[src/rtl/ddr_frame_reader.sv]
// ddr_frame_reader: fetches stored frames from DDR over AXI, one line per request, streaming 256-bit beats downstream.
module ddr_frame_reader #(
   parameter logic [27:0] BASE_ADDR = 28'h0000000,
   parameter int          H_ACT     = 1280,
   parameter int          V_ACT     = 720,
   parameter int          PIX_BITS  = 16,
   parameter int          BURST_LEN = 16,
   parameter logic [3:0]  AXI_ID    = 4'd1
) (
   input  logic         clk,
   input  logic         rstn,
   input  logic         frame_start,
   input  logic         line_req,
   input  logic [7:0]   out_free,
   output logic [27:0]  axi_araddr,
   output logic         axi_aruser_ap,
   output logic [3:0]   axi_aruser_id,
   output logic [3:0]   axi_arlen,
   output logic         axi_arvalid,
   input  logic         axi_arready,
   input  logic [255:0] axi_rdata,
   input  logic [3:0]   axi_rid,
   input  logic         axi_rlast,
   input  logic         axi_rvalid,
   output logic [255:0] out_data,
   output logic         out_valid,
   output logic         out_sol,
   output logic         out_eof,
   output logic         frame_done,
   output logic         busy,
   output logic         err
);
   localparam int BEATS  = H_ACT * PIX_BITS / 256;
   localparam int BURSTS = BEATS / BURST_LEN;
   localparam int LW     = $clog2(V_ACT + 1);
   localparam int BW     = $clog2(BURSTS + 1);
   localparam logic [27:0] STRIDE = 28'(BURST_LEN * 8);

   if (H_ACT * PIX_BITS % 256 != 0 || BURST_LEN < 1 || BURST_LEN > 16 || BEATS % BURST_LEN != 0 || BURSTS < 1) begin : g_geometry_check
      $error("ddr_frame_reader: a line must split into whole bursts of 256-bit beats");
   end

   typedef enum logic [2:0] {IDLE, CHECK, ADDR, DATA, NEXT} state_t;
   state_t        state;
   logic [LW-1:0] line;
   logic [BW-1:0] burst;
   logic [3:0]    beat;
   logic [1:0]    pend, pend_n;
   logic          restart_pend, restart, eol, clr, dec, last_burst, last_line, beat_last;

   assign axi_aruser_ap = 1'b1;
   assign axi_aruser_id = AXI_ID;
   assign axi_arlen     = 4'(BURST_LEN - 1);
   assign busy          = state != IDLE;

   // restart wins over the line advance; a frame wrap clears pending like a restart
   always_comb begin
      last_burst = burst == BW'(BURSTS - 1);
      last_line  = line == LW'(V_ACT - 1);
      beat_last  = beat == 4'(BURST_LEN - 1);
      restart    = restart_pend | frame_start;
      eol        = state == NEXT && !restart && last_burst;
      clr        = (frame_start && (state == IDLE || state == CHECK)) || (state == NEXT && restart) || (eol && last_line);
      dec        = eol && !last_line && pend != 2'd0;
      pend_n     = clr ? {1'b0, line_req} : (line_req && !dec) ? (pend == 2'd3 ? pend : pend + 2'd1) : (!line_req && dec) ? pend - 2'd1 : pend;
   end

   always_ff @(posedge clk) begin
      if (!rstn) begin
         state        <= IDLE;
         line         <= '0;
         burst        <= '0;
         beat         <= '0;
         pend         <= '0;
         restart_pend <= 1'b0;
         axi_araddr   <= BASE_ADDR;
         axi_arvalid  <= 1'b0;
         out_data     <= '0;
         out_valid    <= 1'b0;
         out_sol      <= 1'b0;
         out_eof      <= 1'b0;
         frame_done   <= 1'b0;
         err          <= 1'b0;
      end else begin
         out_data   <= axi_rdata;
         out_valid  <= axi_rvalid;
         out_sol    <= axi_rvalid && state == DATA && burst == '0 && beat == '0;
         out_eof    <= axi_rvalid && axi_rlast && state == DATA && last_burst && last_line;
         frame_done <= out_eof;
         pend       <= pend_n;
         if (axi_rvalid && (axi_rid != AXI_ID || state inside {IDLE, CHECK, ADDR} || (state == DATA && axi_rlast != beat_last)))
            err <= 1'b1;
         if (clr) begin
            line       <= '0;
            burst      <= '0;
            axi_araddr <= BASE_ADDR;
         end
         case (state)
            IDLE: if (!frame_start && pend != 2'd0) state <= CHECK;
            CHECK: begin
               if (frame_start) state <= IDLE;
               else if (out_free >= 8'(BURST_LEN)) begin
                  axi_arvalid <= 1'b1;
                  state       <= ADDR;
               end
            end
            ADDR: begin
               restart_pend <= restart;
               if (axi_arready) begin
                  axi_arvalid <= 1'b0;
                  beat        <= '0;
                  state       <= DATA;
               end
            end
            DATA: begin
               restart_pend <= restart;
               if (axi_rvalid) begin
                  beat <= beat_last ? '0 : beat + 4'd1;
                  if (axi_rlast) state <= NEXT;
               end
            end
            NEXT: begin
               restart_pend <= 1'b0;
               if (!restart && !last_burst) begin
                  burst      <= burst + BW'(1);
                  axi_araddr <= axi_araddr + STRIDE;
                  state      <= CHECK;
               end else begin
                  state <= IDLE;
                  if (eol && !last_line) begin
                     burst      <= '0;
                     line       <= line + LW'(1);
                     axi_araddr <= axi_araddr + STRIDE;
                  end
               end
            end
            default: state <= IDLE;
         endcase
      end
   end
endmodule
[config.mk]
export PLATFORM = sky130hd
export DESIGN_NAME = ddr_frame_reader
export DESIGN_NICKNAME = d
export VERILOG_FILES = /design/src/rtl/ddr_frame_reader.sv
export SDC_FILE = /design/constraint.sdc
export NUM_CORES = 1
export LEC_CHECK = 0
export BUFFER_PORTS_ARGS = -buffer_cell sky130_fd_sc_hd__buf_2
export CAP_MARGIN = 20
export CORE_AREA = 2 2 223 225
export CTS_BUF_LIST = sky130_fd_sc_hd__clkbuf_8
export CTS_CLUSTER_SIZE = 16
export DETAILED_ROUTE_END_ITERATION = 6
export DIE_AREA = 0 0 225 227
export PLACE_DENSITY = 0.52
export SETUP_SLACK_MARGIN = 0.5
export SLEW_MARGIN = 20
export SYNTH_ARGS = -nofsm -noshare
export SYNTH_HDL_FRONTEND = slang
export SYNTH_SLANG_ARGS = --single-unit
[constraint.sdc]
create_clock -name clk -period 1.95 [get_ports clk]
set_clock_uncertainty 0.05 [all_clocks]
set_input_delay 0.0975 -clock clk [delete_from_list [all_inputs] [get_ports clk]]
set_output_delay 0.0975 -clock clk [all_outputs]
set_load 0.02 [all_outputs]
==> impl_metrics.prom <==
# TYPE chip_impl_metric gauge
chip_impl_info{name="endpoint",value="axi_araddr[16]$_SDFF_PN0_"} 1
chip_impl_metric{name="worst_ep_required_time",unit="ns"} 2.44
chip_impl_metric{name="post-dp-hpwl",unit="µm"} 27040
chip_impl_metric{name="cts_buffers",unit=""} 52
chip_impl_metric{name="final.min_clock_period",unit="ns"} 1.869
chip_impl_info{name="synth_top_family_by_area",value="simple AND/OR/NAND/NOR gates"} 1
chip_impl_metric{name="timing_max_transition_violations_final",unit=""} 0
chip_impl_info{name="critical_path.startpoint_type",value="flop"} 1
chip_impl_info{name="crit_start",value="burst[0]$_SDFF_PN0_"} 1
chip_impl_info{name="clockRootBuffer",value="sky130_fd_sc_hd__clkbuf_8"} 1
chip_impl_metric{name="htreeDepth",unit=""} 2
chip_impl_metric{name="ctsLongestPathBuffers",unit=""} 3
chip_impl_metric{name="vias",unit=""} 10180
chip_impl_metric{name="report.final.hold_viol_count",unit=""} 0
chip_impl_info{name="min_path_type",value="in2reg"} 1
chip_impl_metric{name="clockPowerShare",unit=""} 0.415
chip_impl_metric{name="rr_worst_depth",unit=""} 8
chip_impl_metric{name="number_of_antenna_violations_at_the_first_check_in_global_routing",unit=""} 2
chip_impl_metric{name="fin_tns_setup",unit="ns"} 0
chip_impl_metric{name="globalRoute.totalOverflow",unit=""} 0
chip_impl_metric{name="number_of_cells_produced_by_synthesis",unit=""} 925
chip_impl_metric{name="postPlaceCellArea",unit="mm²"} 0.01391
chip_impl_metric{name="ys_ff_latch",unit=""} 313
chip_impl_metric{name="number_of_placement_rows",unit=""} 81
chip_impl_info{name="setup.worst_path.end_class",value="flop"} 1
chip_impl_info{name="outcome",value="finished clean"} 1
chip_impl_metric{name="power.sequential.fraction",unit=""} 0.453
chip_impl_metric{name="ir_drop",unit="µV"} 478.9
chip_impl_metric{name="synthesis.yosys.warnings",unit=""} 0
chip_impl_info{name="r2r_start",value="burst[0]$_SDFF_PN0_"} 1
chip_impl_metric{name="drive_above_1_share",unit=""} 0.4314
chip_impl_metric{name="dr.first_iter.drc_count",unit=""} 293
chip_impl_metric{name="pwr_density_cell",unit="mW/mm²"} 799.7
chip_impl_metric{name="drtPass1Iterations",unit=""} 4
chip_impl_metric{name="syn_to_final_growth",unit="%"} 85.97
chip_impl_metric{name="final_period_util",unit=""} 0.9583
chip_impl_metric{name="synth_enable_flop_cells",unit=""} 0
chip_impl_metric{name="fin_nets",unit=""} 2135
chip_impl_metric{name="simple_gate_fraction_of_synth_area",unit=""} 0.2626
chip_impl_metric{name="remaining_drc_errors",unit=""} 0
chip_impl_info{name="cts_tree",value="yes"} 1
chip_impl_metric{name="muxShareOfSynthArea",unit=""} 0.006972
chip_impl_metric{name="drt-wirelength-per-cell",unit="µm"} 16.16
chip_impl_metric{name="timing.final.setup_violations",unit=""} 0
chip_impl_metric{name="synth-adder-area-share",unit=""} 0.007470
chip_impl_metric{name="maxSlewHeadroom",unit=""} 0.4490
chip_impl_metric{name="chipHeight",unit="µm"} 227
chip_impl_metric{name="worstPathArrival",unit="ns"} 2.36
chip_impl_info{name="layout_common_cells",value="547 x sky130_fd_sc_hd__buf_2, 287 x sky130_fd_sc_hd__dfxtp_1, 281 x sky130_fd_sc_hd__dlygate4sd3_1, 268 x sky130_fd_sc_hd__and2_1, 67 x sky130_fd_sc_hd__clkbuf_8"} 1
chip_impl_metric{name="post_synth_xor_area_fraction",unit=""} 0.001743
chip_impl_metric{name="numClockSinks",unit=""} 313
chip_impl_metric{name="switchingPower",unit="mW"} 3.791
chip_impl_metric{name="fraction_of_power_spent_switching_nets",unit=""} 0.2537
chip_impl_metric{name="antenna_left",unit=""} 0
chip_impl_metric{name="core",unit="mm²"} 0.04855
chip_impl_metric{name="synth_area_in_compound_gates",unit=""} 0.06499
chip_impl_metric{name="fill_cells",unit=""} 4646
chip_impl_metric{name="worst-r2r-setup-slack",unit="ns"} 0.08
chip_impl_metric{name="pin_count_of_the_biggest_net_entering_global_routing",unit=""} 119
chip_impl_info{name="rsz_0062_raised_after_global_routing",value="yes"} 1
chip_impl_metric{name="ioPinCount",unit=""} 575
chip_impl_metric{name="start_util",unit=""} 0.2070
chip_impl_metric{name="routabilityCongestion",unit=""} 0.7780
chip_impl_metric{name="finalInstanceArea",unit="mm²"} 0.01869
chip_impl_metric{name="clock.fmax",unit="MHz"} 535.1
chip_impl_metric{name="ff_latch_area",unit="mm²"} 0.006309
chip_impl_metric{name="synth.distinct_cells",unit=""} 61
chip_impl_metric{name="timing.max_cap.violations",unit=""} 0
chip_impl_metric{name="grt_pass1_wl",unit="µm"} 58190
chip_impl_metric{name="area_of_the_multi_input_gates",unit="mm²"} 0.003892
chip_impl_metric{name="synth_area_per_cell",unit="µm²"} 10.86
chip_impl_metric{name="first_global_vias",unit=""} 10490
chip_impl_info{name="path_class",value="reg2reg"} 1
chip_impl_metric{name="clk_pin_slew_worst_paths",unit="ns"} 0.06
chip_impl_metric{name="ys_seq_area_frac",unit=""} 0.6235
chip_impl_metric{name="drt-total-wl",unit="µm"} 40700
chip_impl_metric{name="worst_skew_pair.late_latency",unit="ns"} 0.61
chip_impl_metric{name="power.leakage",unit="nW"} 8.694
chip_impl_metric{name="worst-slew-pin-transition",unit="ns"} 0.8189
chip_impl_info{name="r2r-end",value="axi_araddr[16]$_SDFF_PN0_"} 1
chip_impl_info{name="mostFrequentLayoutCell",value="sky130_fd_sc_hd__buf_2"} 1
chip_impl_metric{name="grtUsageTotal",unit=""} 0.1456
chip_impl_metric{name="synth-async-reset-ratio",unit=""} 0
chip_impl_metric{name="postLayoutCoreUtil",unit=""} 0.3850
chip_impl_metric{name="cp_max_fo",unit=""} 10
chip_impl_metric{name="viasPerCell",unit=""} 4.041
chip_impl_metric{name="p_comb_frac",unit=""} 0.132
chip_impl_metric{name="floorplan.die.width",unit="µm"} 225
chip_impl_info{name="ys_dominant_reg_cell",value="sky130_fd_sc_hd__dfxtp_1"} 1
chip_impl_metric{name="die_area",unit="mm²"} 0.05108
chip_impl_metric{name="internal_power",unit="mW"} 11.15
chip_impl_metric{name="synth_area",unit="mm²"} 0.01005
chip_impl_metric{name="buffer_ports.inserted",unit=""} 561
cell families after synthesis:
kind of cell             after synthesis
other                                  2
AO/OA/AOI/OAI                         96
multiplexers                           7
buffers and inverters                 69
XOR/XNOR                               2
flip-flops                           313
AND/OR/NAND/NOR                      430
adder cells (fa/ha/maj)                6
state kept, by name (all words and copies together) (netlist names):
register,cells
axi_arvalid,1
err,1
out_data,256
beat,4
restart_pend,1
line,10
out_sol,1
axi_araddr,28
frame_done,1
out_eof,1
out_valid,1
burst,3
state,3
pend,2
worst min-delay path by stage:
| stage | from | endpoint | depth (start not counted) |
|---|---|---|---|
| after floorplan | axi_rdata[0] | out_data[0]$_SDFF_PN0_ | 1 |
| final | frame_start | axi_araddr[8]$_SDFF_PN0_ | 5 |
| after global routing | frame_start | axi_araddr[8]$_SDFF_PN0_ | 5 |
| after detailed placement | axi_rdata[240] | out_data[240]$_SDFF_PN0_ | 2 |
| after global placement | axi_rdata[232] | out_data[232]$_SDFF_PN0_ | 2 |
| after CTS | frame_start | restart_pend$_SDFFE_PN0P_ | 5 |
power groups by stage:
| stage | clock, mW | sequential, mW | combinational, mW |
|---|---|---|---|
| floorplan | 0 | 7.28 | 0.352 |
| finish | 6.21 | 6.77 | 1.97 |
| CTS | 6.42 | 6.77 | 1.92 |
| detailed placement | 0 | 6.91 | 1.41 |
| global placement | 0 | 6.91 | 1.41 |
| global route | 6.70 | 6.79 | 2.10 |
what timing repair did:
action	CTS	global route
pin swaps	24	33
hold buffers	281	0
setup buffers	19	13
endpoints found under the setup margin	58	61
resized for setup	68	72
hold endpoints to repair	274	0
cloned	1	1
Yosys cell counts, types with 7 or more instances:
| library cell | n | area share |
|---|---|---|
| sky130_fd_sc_hd__nor3_1 | 11 | 0.0055 |
| sky130_fd_sc_hd__a21oi_1 | 26 | 0.013 |
| sky130_fd_sc_hd__o211ai_1 | 11 | 0.0082 |
| sky130_fd_sc_hd__dfxtp_1 | 313 | 0.62 |
| sky130_fd_sc_hd__buf_4 | 9 | 0.0067 |
| sky130_fd_sc_hd__clkbuf_1 | 44 | 0.016 |
| sky130_fd_sc_hd__o21ai_0 | 13 | 0.0065 |
| sky130_fd_sc_hd__nand4_1 | 13 | 0.0081 |
| sky130_fd_sc_hd__mux2i_1 | 7 | 0.0070 |
| sky130_fd_sc_hd__a31oi_1 | 9 | 0.0056 |
| sky130_fd_sc_hd__and2_1 | 268 | 0.17 |
| sky130_fd_sc_hd__nand2b_1 | 9 | 0.0056 |
| sky130_fd_sc_hd__nor2_1 | 18 | 0.0067 |
| sky130_fd_sc_hd__nor4_1 | 8 | 0.0050 |
| sky130_fd_sc_hd__nand2_1 | 24 | 0.0090 |
| sky130_fd_sc_hd__or3_1 | 10 | 0.0062 |
| sky130_fd_sc_hd__and3_1 | 7 | 0.0044 |
| sky130_fd_sc_hd__inv_1 | 7 | 0.0026 |
| sky130_fd_sc_hd__nand3_1 | 26 | 0.013 |
area by class of cell:
class	count	area share
Timing Repair Buffer	929	0.3503
Sequential cell	313	0.3376
Multi-Input combinational cell	550	0.2083
Clock buffer	67	0.04934
Tap cell	622	0.04164
Clock inverter	27	0.01064
Inverter	8	0.001808
Antenna cell	3	0.0004017
routing by layer:
| metal | vias to the layer above | global-route usage | routed length [µm] |
|---|---|---|---|
| met3 | 81 | 0.04259 | 2764 |
| met4 | 2 | 0.06174 | 1449 |
| met2 | 363 | 0.2558 | 20400 |
| met1 | 4794 | 0.1647 | 16070 |
| met5 | - | 0 | 13 |
| li1 | 4939 | - | - |
critical path: stages (launching register included):
cell and delay [ns]:
sky130_fd_sc_hd__dfxtp_2 0.34, sky130_fd_sc_hd__inv_2 0.04, sky130_fd_sc_hd__ha_4 0.15, sky130_fd_sc_hd__a211o_4 0.32, sky130_fd_sc_hd__and4_4 0.17, sky130_fd_sc_hd__buf_12 0.14
sky130_fd_sc_hd__buf_4 0.15, sky130_fd_sc_hd__or3_4 0.32, sky130_fd_sc_hd__a21oi_2 0.11
stage by stage:
stage               power (mW)  hold WS [ns]  worst slack, ns  std cells
finish                   14.95       0.09299          0.08123       2519
global route             15.59       0.07737          0.02158       2517
CTS                      15.11       0.03368          0.08252       2502
detailed placement       8.321        0.2559          0.06888       2107
global placement         8.315        0.2531          0.06181       2107
floorplan                7.630        0.1748          0.09322        932
Note: power is estimated with default switching activity, not from simulation.
